===== config.mk =====
export PLATFORM = sky130hd
export DESIGN_NAME = filter_coeff_ramp_flat
export DESIGN_NICKNAME = d
export VERILOG_FILES = /design/src/rtl/filter_coeff_ramp_pkg.sv /design/src/rtl/filter_coeff_ramp_if.sv /design/src/rtl/filter_coeff_ramp_coeff_slew.sv /design/src/rtl/filter_coeff_ramp.sv /design/src/flat_wrapper.sv
export SDC_FILE = /design/constraint.sdc
export NUM_CORES = 1
export LEC_CHECK = 0
export CAP_MARGIN = 20
export CORE_MARGIN = 5
export CORE_UTILIZATION = 27
export CTS_CLUSTER_SIZE = 24
export DETAILED_ROUTE_END_ITERATION = 12
export GPL_TIMING_DRIVEN = 0
export PLACE_DENSITY = 0.54
export SLEW_MARGIN = 10
export SYNTH_ARGS = -nofsm -noshare
export SYNTH_HDL_FRONTEND = slang
export SYNTH_SLANG_ARGS = --single-unit

===== constraint.sdc =====
create_clock -name clk_i -period 10 [get_ports clk_i]
set_clock_uncertainty 0.1 [all_clocks]
set_input_delay 2 -clock clk_i [delete_from_list [all_inputs] [get_ports clk_i]]
set_output_delay 2 -clock clk_i [all_outputs]
set_load 0.005 [all_outputs]

===== src/rtl/filter_coeff_ramp_pkg.sv =====
// Shared types and helpers for the coefficient slew controller.
// The state encodings line up with the values used elsewhere in the filter codebase.
package filter_coeff_ramp_pkg;

  typedef enum logic [1:0] {
    IDLE = 2'd0,
    RAMP = 2'd1,
    DONE = 2'd2
  } ramp_state_e;

  // Distance comparisons need one bit above the wider operand so they never wrap.
  function automatic int unsigned cmp_width(input int unsigned a, input int unsigned b);
    return ((a > b) ? a : b) + 1;
  endfunction

endpackage


===== src/rtl/filter_coeff_ramp_if.sv =====
// Target request, control and live coefficient bundle for filter_coeff_ramp.
// The master side issues targets and consumes the coefficients; the slave side is the ramp.
interface filter_coeff_ramp_if #(
  parameter int unsigned WIDTH  = 16,
  parameter int unsigned STEP_W = 16,
  parameter int unsigned DIV_W  = 16
) ();

  logic [WIDTH-1:0]  tgt_cutoff_i;
  logic [WIDTH-1:0]  tgt_gain_i;
  logic [STEP_W-1:0] step_i;
  logic [DIV_W-1:0]  div_i;
  logic              tgt_valid_i;
  logic              tgt_ready_o;
  logic              abort_i;
  logic [WIDTH-1:0]  cutoff_o;
  logic [WIDTH-1:0]  gain_o;
  logic              busy_o;
  logic              upd_o;
  logic              done_o;

  modport master (
    output tgt_cutoff_i, tgt_gain_i, step_i, div_i, tgt_valid_i, abort_i,
    input  tgt_ready_o, cutoff_o, gain_o, busy_o, upd_o, done_o
  );

  modport slave (
    input  tgt_cutoff_i, tgt_gain_i, step_i, div_i, tgt_valid_i, abort_i,
    output tgt_ready_o, cutoff_o, gain_o, busy_o, upd_o, done_o
  );

endinterface


===== src/rtl/filter_coeff_ramp_coeff_slew.sv =====
// One slew step for a single coefficient: moves cur toward tgt by at most step.
// at_tgt_o reports that the proposed next value lands exactly on the target.
module coeff_slew
  import filter_coeff_ramp_pkg::*;
#(
  parameter int unsigned WIDTH  = 16,
  parameter int unsigned STEP_W = 16
) (
  input  logic [WIDTH-1:0]  cur_i,
  input  logic [WIDTH-1:0]  tgt_i,
  input  logic [STEP_W-1:0] step_i,
  output logic [WIDTH-1:0]  nxt_o,
  output logic              at_tgt_o
);

  localparam int unsigned CW = cmp_width(WIDTH, STEP_W);

  logic [CW-1:0] cur_w;
  logic [CW-1:0] tgt_w;
  logic [CW-1:0] step_w;
  logic [CW-1:0] dist_w;
  logic [CW-1:0] nxt_w;
  logic          up;

  // Snapping to the target when it is within reach is what prevents overshoot.
  always_comb begin
    cur_w  = CW'(cur_i);
    tgt_w  = CW'(tgt_i);
    step_w = CW'(step_i);
    up     = (tgt_w >= cur_w);
    dist_w = up ? (tgt_w - cur_w) : (cur_w - tgt_w);
    if (dist_w <= step_w) begin
      nxt_w = tgt_w;
    end else if (up) begin
      nxt_w = cur_w + step_w;
    end else begin
      nxt_w = cur_w - step_w;
    end
  end

  assign nxt_o    = nxt_w[WIDTH-1:0];
  assign at_tgt_o = (nxt_w == tgt_w);

endmodule


===== src/rtl/filter_coeff_ramp.sv =====
// Slews the filter cutoff/gain coefficients toward an accepted target pair,
// one bounded step every div+1 clocks, so runtime retuning never jolts the filter state.
module filter_coeff_ramp
  import filter_coeff_ramp_pkg::*;
#(
  parameter int unsigned      WIDTH      = 16,
  parameter int unsigned      STEP_W     = 16,
  parameter int unsigned      DIV_W      = 16,
  parameter logic [WIDTH-1:0] RST_CUTOFF = '0,
  parameter logic [WIDTH-1:0] RST_GAIN   = '0
) (
  input logic                clk_i,
  input logic                rst_ni,
  filter_coeff_ramp_if.slave bus
);

  ramp_state_e       state_q, state_d;
  logic [DIV_W-1:0]  presc_q, presc_d;
  logic [DIV_W-1:0]  div_q, div_d;
  logic [STEP_W-1:0] step_q, step_d;
  logic [WIDTH-1:0]  tgt_cutoff_q, tgt_cutoff_d;
  logic [WIDTH-1:0]  tgt_gain_q, tgt_gain_d;
  logic [WIDTH-1:0]  cutoff_q, cutoff_d;
  logic [WIDTH-1:0]  gain_q, gain_d;
  logic              upd_q, upd_d;

  logic [WIDTH-1:0]  cutoff_nxt;
  logic [WIDTH-1:0]  gain_nxt;
  logic              cutoff_at_tgt;
  logic              gain_at_tgt;
  logic              accept;

  coeff_slew #(.WIDTH(WIDTH), .STEP_W(STEP_W)) u_cutoff_slew (
    .cur_i    (cutoff_q),
    .tgt_i    (tgt_cutoff_q),
    .step_i   (step_q),
    .nxt_o    (cutoff_nxt),
    .at_tgt_o (cutoff_at_tgt)
  );

  coeff_slew #(.WIDTH(WIDTH), .STEP_W(STEP_W)) u_gain_slew (
    .cur_i    (gain_q),
    .tgt_i    (tgt_gain_q),
    .step_i   (step_q),
    .nxt_o    (gain_nxt),
    .at_tgt_o (gain_at_tgt)
  );

  assign accept = bus.tgt_valid_i && (state_q == IDLE);

  always_comb begin
    state_d      = state_q;
    presc_d      = presc_q;
    div_d        = div_q;
    step_d       = step_q;
    tgt_cutoff_d = tgt_cutoff_q;
    tgt_gain_d   = tgt_gain_q;
    cutoff_d     = cutoff_q;
    gain_d       = gain_q;
    upd_d        = 1'b0;

    unique case (state_q)
      IDLE: begin
        if (accept) begin
          tgt_cutoff_d = bus.tgt_cutoff_i;
          tgt_gain_d   = bus.tgt_gain_i;
          div_d        = bus.div_i;
          presc_d      = bus.div_i;
          // A zero step would never converge, so it is promoted to one.
          step_d       = (bus.step_i == '0) ? STEP_W'(1) : bus.step_i;
          if ((bus.tgt_cutoff_i == cutoff_q) && (bus.tgt_gain_i == gain_q)) begin
            state_d = DONE;
          end else begin
            state_d = RAMP;
          end
        end
      end
      RAMP: begin
        if (bus.abort_i) begin
          state_d = IDLE;
        end else if (presc_q == '0) begin
          cutoff_d = cutoff_nxt;
          gain_d   = gain_nxt;
          upd_d    = 1'b1;
          presc_d  = div_q;
          if (cutoff_at_tgt && gain_at_tgt) begin
            state_d = DONE;
          end
        end else begin
          presc_d = presc_q - DIV_W'(1);
        end
      end
      DONE: begin
        state_d = IDLE;
      end
      default: begin
        state_d = IDLE;
      end
    endcase
  end

  always_ff @(posedge clk_i or negedge rst_ni) begin
    if (!rst_ni) begin
      state_q      <= IDLE;
      presc_q      <= '0;
      div_q        <= '0;
      step_q       <= STEP_W'(1);
      tgt_cutoff_q <= RST_CUTOFF;
      tgt_gain_q   <= RST_GAIN;
      cutoff_q     <= RST_CUTOFF;
      gain_q       <= RST_GAIN;
      upd_q        <= 1'b0;
    end else begin
      state_q      <= state_d;
      presc_q      <= presc_d;
      div_q        <= div_d;
      step_q       <= step_d;
      tgt_cutoff_q <= tgt_cutoff_d;
      tgt_gain_q   <= tgt_gain_d;
      cutoff_q     <= cutoff_d;
      gain_q       <= gain_d;
      upd_q        <= upd_d;
    end
  end

  assign bus.tgt_ready_o = (state_q == IDLE);
  assign bus.busy_o      = (state_q == RAMP) || (state_q == DONE);
  assign bus.done_o      = (state_q == DONE);
  assign bus.upd_o       = upd_q;
  assign bus.cutoff_o    = cutoff_q;
  assign bus.gain_o      = gain_q;

endmodule

===== src/flat_wrapper.sv =====
// flat-port wrapper written by rule: the top's interface ports become plain ports
module filter_coeff_ramp_flat import filter_coeff_ramp_pkg::*;
#(
  parameter int unsigned      WIDTH      = 16,
  parameter int unsigned      STEP_W     = 16,
  parameter int unsigned      DIV_W      = 16,
  parameter logic [WIDTH-1:0] RST_CUTOFF = '0,
  parameter logic [WIDTH-1:0] RST_GAIN   = '0
)
  (clk_i, rst_ni, bus_tgt_cutoff_i, bus_tgt_gain_i, bus_step_i, bus_div_i, bus_tgt_valid_i, bus_abort_i, bus_tgt_ready_o, bus_cutoff_o, bus_gain_o, bus_busy_o, bus_upd_o, bus_done_o);
  filter_coeff_ramp_if #(.WIDTH(WIDTH), .STEP_W(STEP_W), .DIV_W(DIV_W)) bus_i ();
  input logic clk_i;
  input logic rst_ni;
  input wire logic [$bits(bus_i.tgt_cutoff_i)-1:0] bus_tgt_cutoff_i;
  input wire logic [$bits(bus_i.tgt_gain_i)-1:0] bus_tgt_gain_i;
  input wire logic [$bits(bus_i.step_i)-1:0] bus_step_i;
  input wire logic [$bits(bus_i.div_i)-1:0] bus_div_i;
  input wire logic [$bits(bus_i.tgt_valid_i)-1:0] bus_tgt_valid_i;
  input wire logic [$bits(bus_i.abort_i)-1:0] bus_abort_i;
  output wire logic [$bits(bus_i.tgt_ready_o)-1:0] bus_tgt_ready_o;
  output wire logic [$bits(bus_i.cutoff_o)-1:0] bus_cutoff_o;
  output wire logic [$bits(bus_i.gain_o)-1:0] bus_gain_o;
  output wire logic [$bits(bus_i.busy_o)-1:0] bus_busy_o;
  output wire logic [$bits(bus_i.upd_o)-1:0] bus_upd_o;
  output wire logic [$bits(bus_i.done_o)-1:0] bus_done_o;
  assign bus_i.tgt_cutoff_i = bus_tgt_cutoff_i;
  assign bus_i.tgt_gain_i = bus_tgt_gain_i;
  assign bus_i.step_i = bus_step_i;
  assign bus_i.div_i = bus_div_i;
  assign bus_i.tgt_valid_i = bus_tgt_valid_i;
  assign bus_i.abort_i = bus_abort_i;
  assign bus_tgt_ready_o = bus_i.tgt_ready_o;
  assign bus_cutoff_o = bus_i.cutoff_o;
  assign bus_gain_o = bus_i.gain_o;
  assign bus_busy_o = bus_i.busy_o;
  assign bus_upd_o = bus_i.upd_o;
  assign bus_done_o = bus_i.done_o;
  filter_coeff_ramp #(.WIDTH(WIDTH), .STEP_W(STEP_W), .DIV_W(DIV_W), .RST_CUTOFF(RST_CUTOFF), .RST_GAIN(RST_GAIN)) u_core (.clk_i(clk_i), .rst_ni(rst_ni), .bus(bus_i));
endmodule

==> reports/qor.txt <==
post-synth top area cell = dfrtp_1
area growth from synthesis to layout = 19.3%
Die Footprint = 50200 um^2
most instantiated library cell after synthesis = nand2_1
routed wire length = 46400 um
vias in the first global route = 11900
most frequent cells after synthesis = nand2_1, ha_1, xnor2_1
row count = 78
share of cells above drive strength 1 = 5.76%
Final ANT Viol Nets = 0
CTS tree = yes
routed len/inst = 20.1 um
setup TNS = 0 ps
post_cts resized = 0
final slew viol count = 0
# DRC = 0
routed via count = 12000
clk buf depth = 2
CTS clk-pin slew, worst paths = 70 ps
peak fanout along the critical path = 10
Slew HR = 36.7%
initial antenna violation count = 2
RSZ-0062 raised after global routing = no
# fillers = 4888
post-route minimum period = 7390 ps
IO Pins = 104
Warnings, synthesis = 0
initial core utilization = 27.2%
top post-synthesis cells by area = dfrtp_1, ha_1, xnor2_1
DP Area = 14200 um^2
Hold Path Cell Cnt = 1
input/output buffers = 103
Worst Path Class, Setup = reg2reg
detailed-placement wirelength estimate = 37200 um
EDFF count, synth = 0
HP Class = reg2reg
top achievable clock speed = 135 MHz
setup bufs post-CTS = 0
outcome = complete, no violations
post-synthesis cell type count = 89
GRT Total Usage = 18.2%
design area = 14700 um^2
clk_lat worst skew = 450 ps
Synth Net Count = 1774
CP required = 10250 ps
CTS buffer count = 17
initial DRC count = 1186
DRT Pass-1 Iters = 5
Horiz. Die Dim = 224 um
Async SR Flop Fraction = 100%
core box area = 45400 um^2
worst endpoint data arrival time = 7640 ps
GP Congestion = 0.977
global-route wire length before repair = 71400 um
Die Height = 224 um
global route overflow = 0
Final #Nets = 1897
Final Setup Violations = 0
largest net degree at the start of global routing = 68
synthesized flop and latch total = 115
# hold bufs at CTS = 0
CTS root buf = clkbuf_16
Worst Tran Pin Value = 950 ps
share of the synthesized area in the top cell type = 23.1%
sequential-to-total area share from yosys stat = 23.3%
synthesized area per cell = 7.90 um^2
Gate Count Post-Synth = 1566
crit start category = flop
main flop type after synthesis = dfrtp_1
Via density = 5.22
max-cap violation count = 0
post-synthesis cell area = 12400 um^2
final hold vios = 0
Max H-tree Level = 4
CP endpoint kind = flop
final period utilization = 73.9%
# clock sinks = 115
FF-to-FF path depth = 25
## kinds of logic (layout without fill, tap and decap cells)
kind of cell	count (synthesis)	in the layout	synth area share, %
muxes	53	53	4.51
adders and majority gates	140	140	14.5
DFF	115	115	23.3
other	0	2	0
buffers and inverters	190	326	6.02
xor gates and xnor gates	155	155	11.3
and+or+nand+nor	466	466	17.5
AOI/OAI and AO/OA	447	447	22.8
## metrics by stage
stage               hold slack [ps]  instances  worst slack, ps  util (%)
floorplan                       373       1566             4360         -
global placement                389       2269             1660      31.2
detailed placement              395       2270             2740      31.2
CTS                             410       2302             2700      32.5
global route                    425       2302             2280      32.5
finish                          409       2304             2610      32.5
## flip-flops by register name (all words and copies together) (netlist names)
name,count
u_core.bus.cutoff_o,16
u_core.bus.gain_o,16
u_core.div_q,16
u_core.presc_q,16
u_core.step_q,16
u_core.tgt_cutoff_q,16
u_core.tgt_gain_q,16
u_core.state_q,2
u_core.bus.upd_o,1
## area by class of cell
cell class | instances | area, um^2 | area share [%]
diodes | 2 | 5.00 | 0.0339
plain buffers | 75 | 313 | 2.12
clock buffers | 19 | 443 | 3.00
clock inverters | 13 | 125 | 0.848
inverters | 115 | 432 | 2.93
multi-input cells | 1261 | 8740 | 59.3
flip-flops and latches | 115 | 2880 | 19.5
well taps | 600 | 751 | 5.09
repair buffers | 104 | 1060 | 7.19
## critical path, cell delays in order (launching register included)
cell       delay, ps
dfrtp_1          460
inv_1             90
ha_1             290
clkbuf_1         230
a21oi_1          290
o21ai_0          150
and3b_1          240
o21a_1           150
nor2_1           200
buf_2            310
buf_1            540
clkbuf_1         490
nand2_1          130
xnor2_1          270
ha_1             280
buf_2            160
a21o_1           200
a21oi_1          270
nand2_1          140
xnor3_1          230
a2111oi_0        760
nand4_1          280
nor4_1           380
and3_2           280
o221ai_2         110
a32o_1           210
## final timing paths
| check | startpoint | end | slack, ps |
|---|---|---|---|
| setup / recovery | u_core.bus.gain_o[8] | u_core.state_q[0] | 2610 |
| hold / removal | u_core.div_q[7] | u_core.div_q[7] | 410 |
| setup reg to reg | u_core.bus.gain_o[8] | u_core.state_q[0] | 2610 |
| hold reg to reg | u_core.div_q[7] | u_core.div_q[7] | 410 |
| max in group asynchronous | rst_ni | u_core.bus.cutoff_o[3] | 7640 |
| min in group asynchronous | rst_ni | u_core.div_q[11] | 1400 |
## cells in the final DEF (no fill, tap or decap), types with 21 or more instances in the layout
master           Yosys  final
xor2_1              30     30
o21ai_0            119    119
mux2_2              21     21
ha_1               134    134
clkdlybuf4s50_1      0    102
nand4_1             28     28
dfrtp_1            114    114
nand3_1             23     23
a21oi_1            105    105
inv_1              114    114
mux2i_1             31     31
o21ai_1             40     40
a21o_1              40     40
nand2_1            192    192
nor2_1             107    107
clkbuf_1            46     47
xnor2_1            122    122
nor3_1              30     30
## per-layer routing
metal	routed length [um]	global-route usage (%)	share of wire (%)
met1	21100	24.8	46
met2	21000	28.8	45
met3	2830	3.62	6.1
met4	1410	6.56	3.0
met5	20	0	0.043
Power is left out: the tool's default activity adds up to more than one toggle a clock period on the data nets, which glitch-free logic cannot reach.
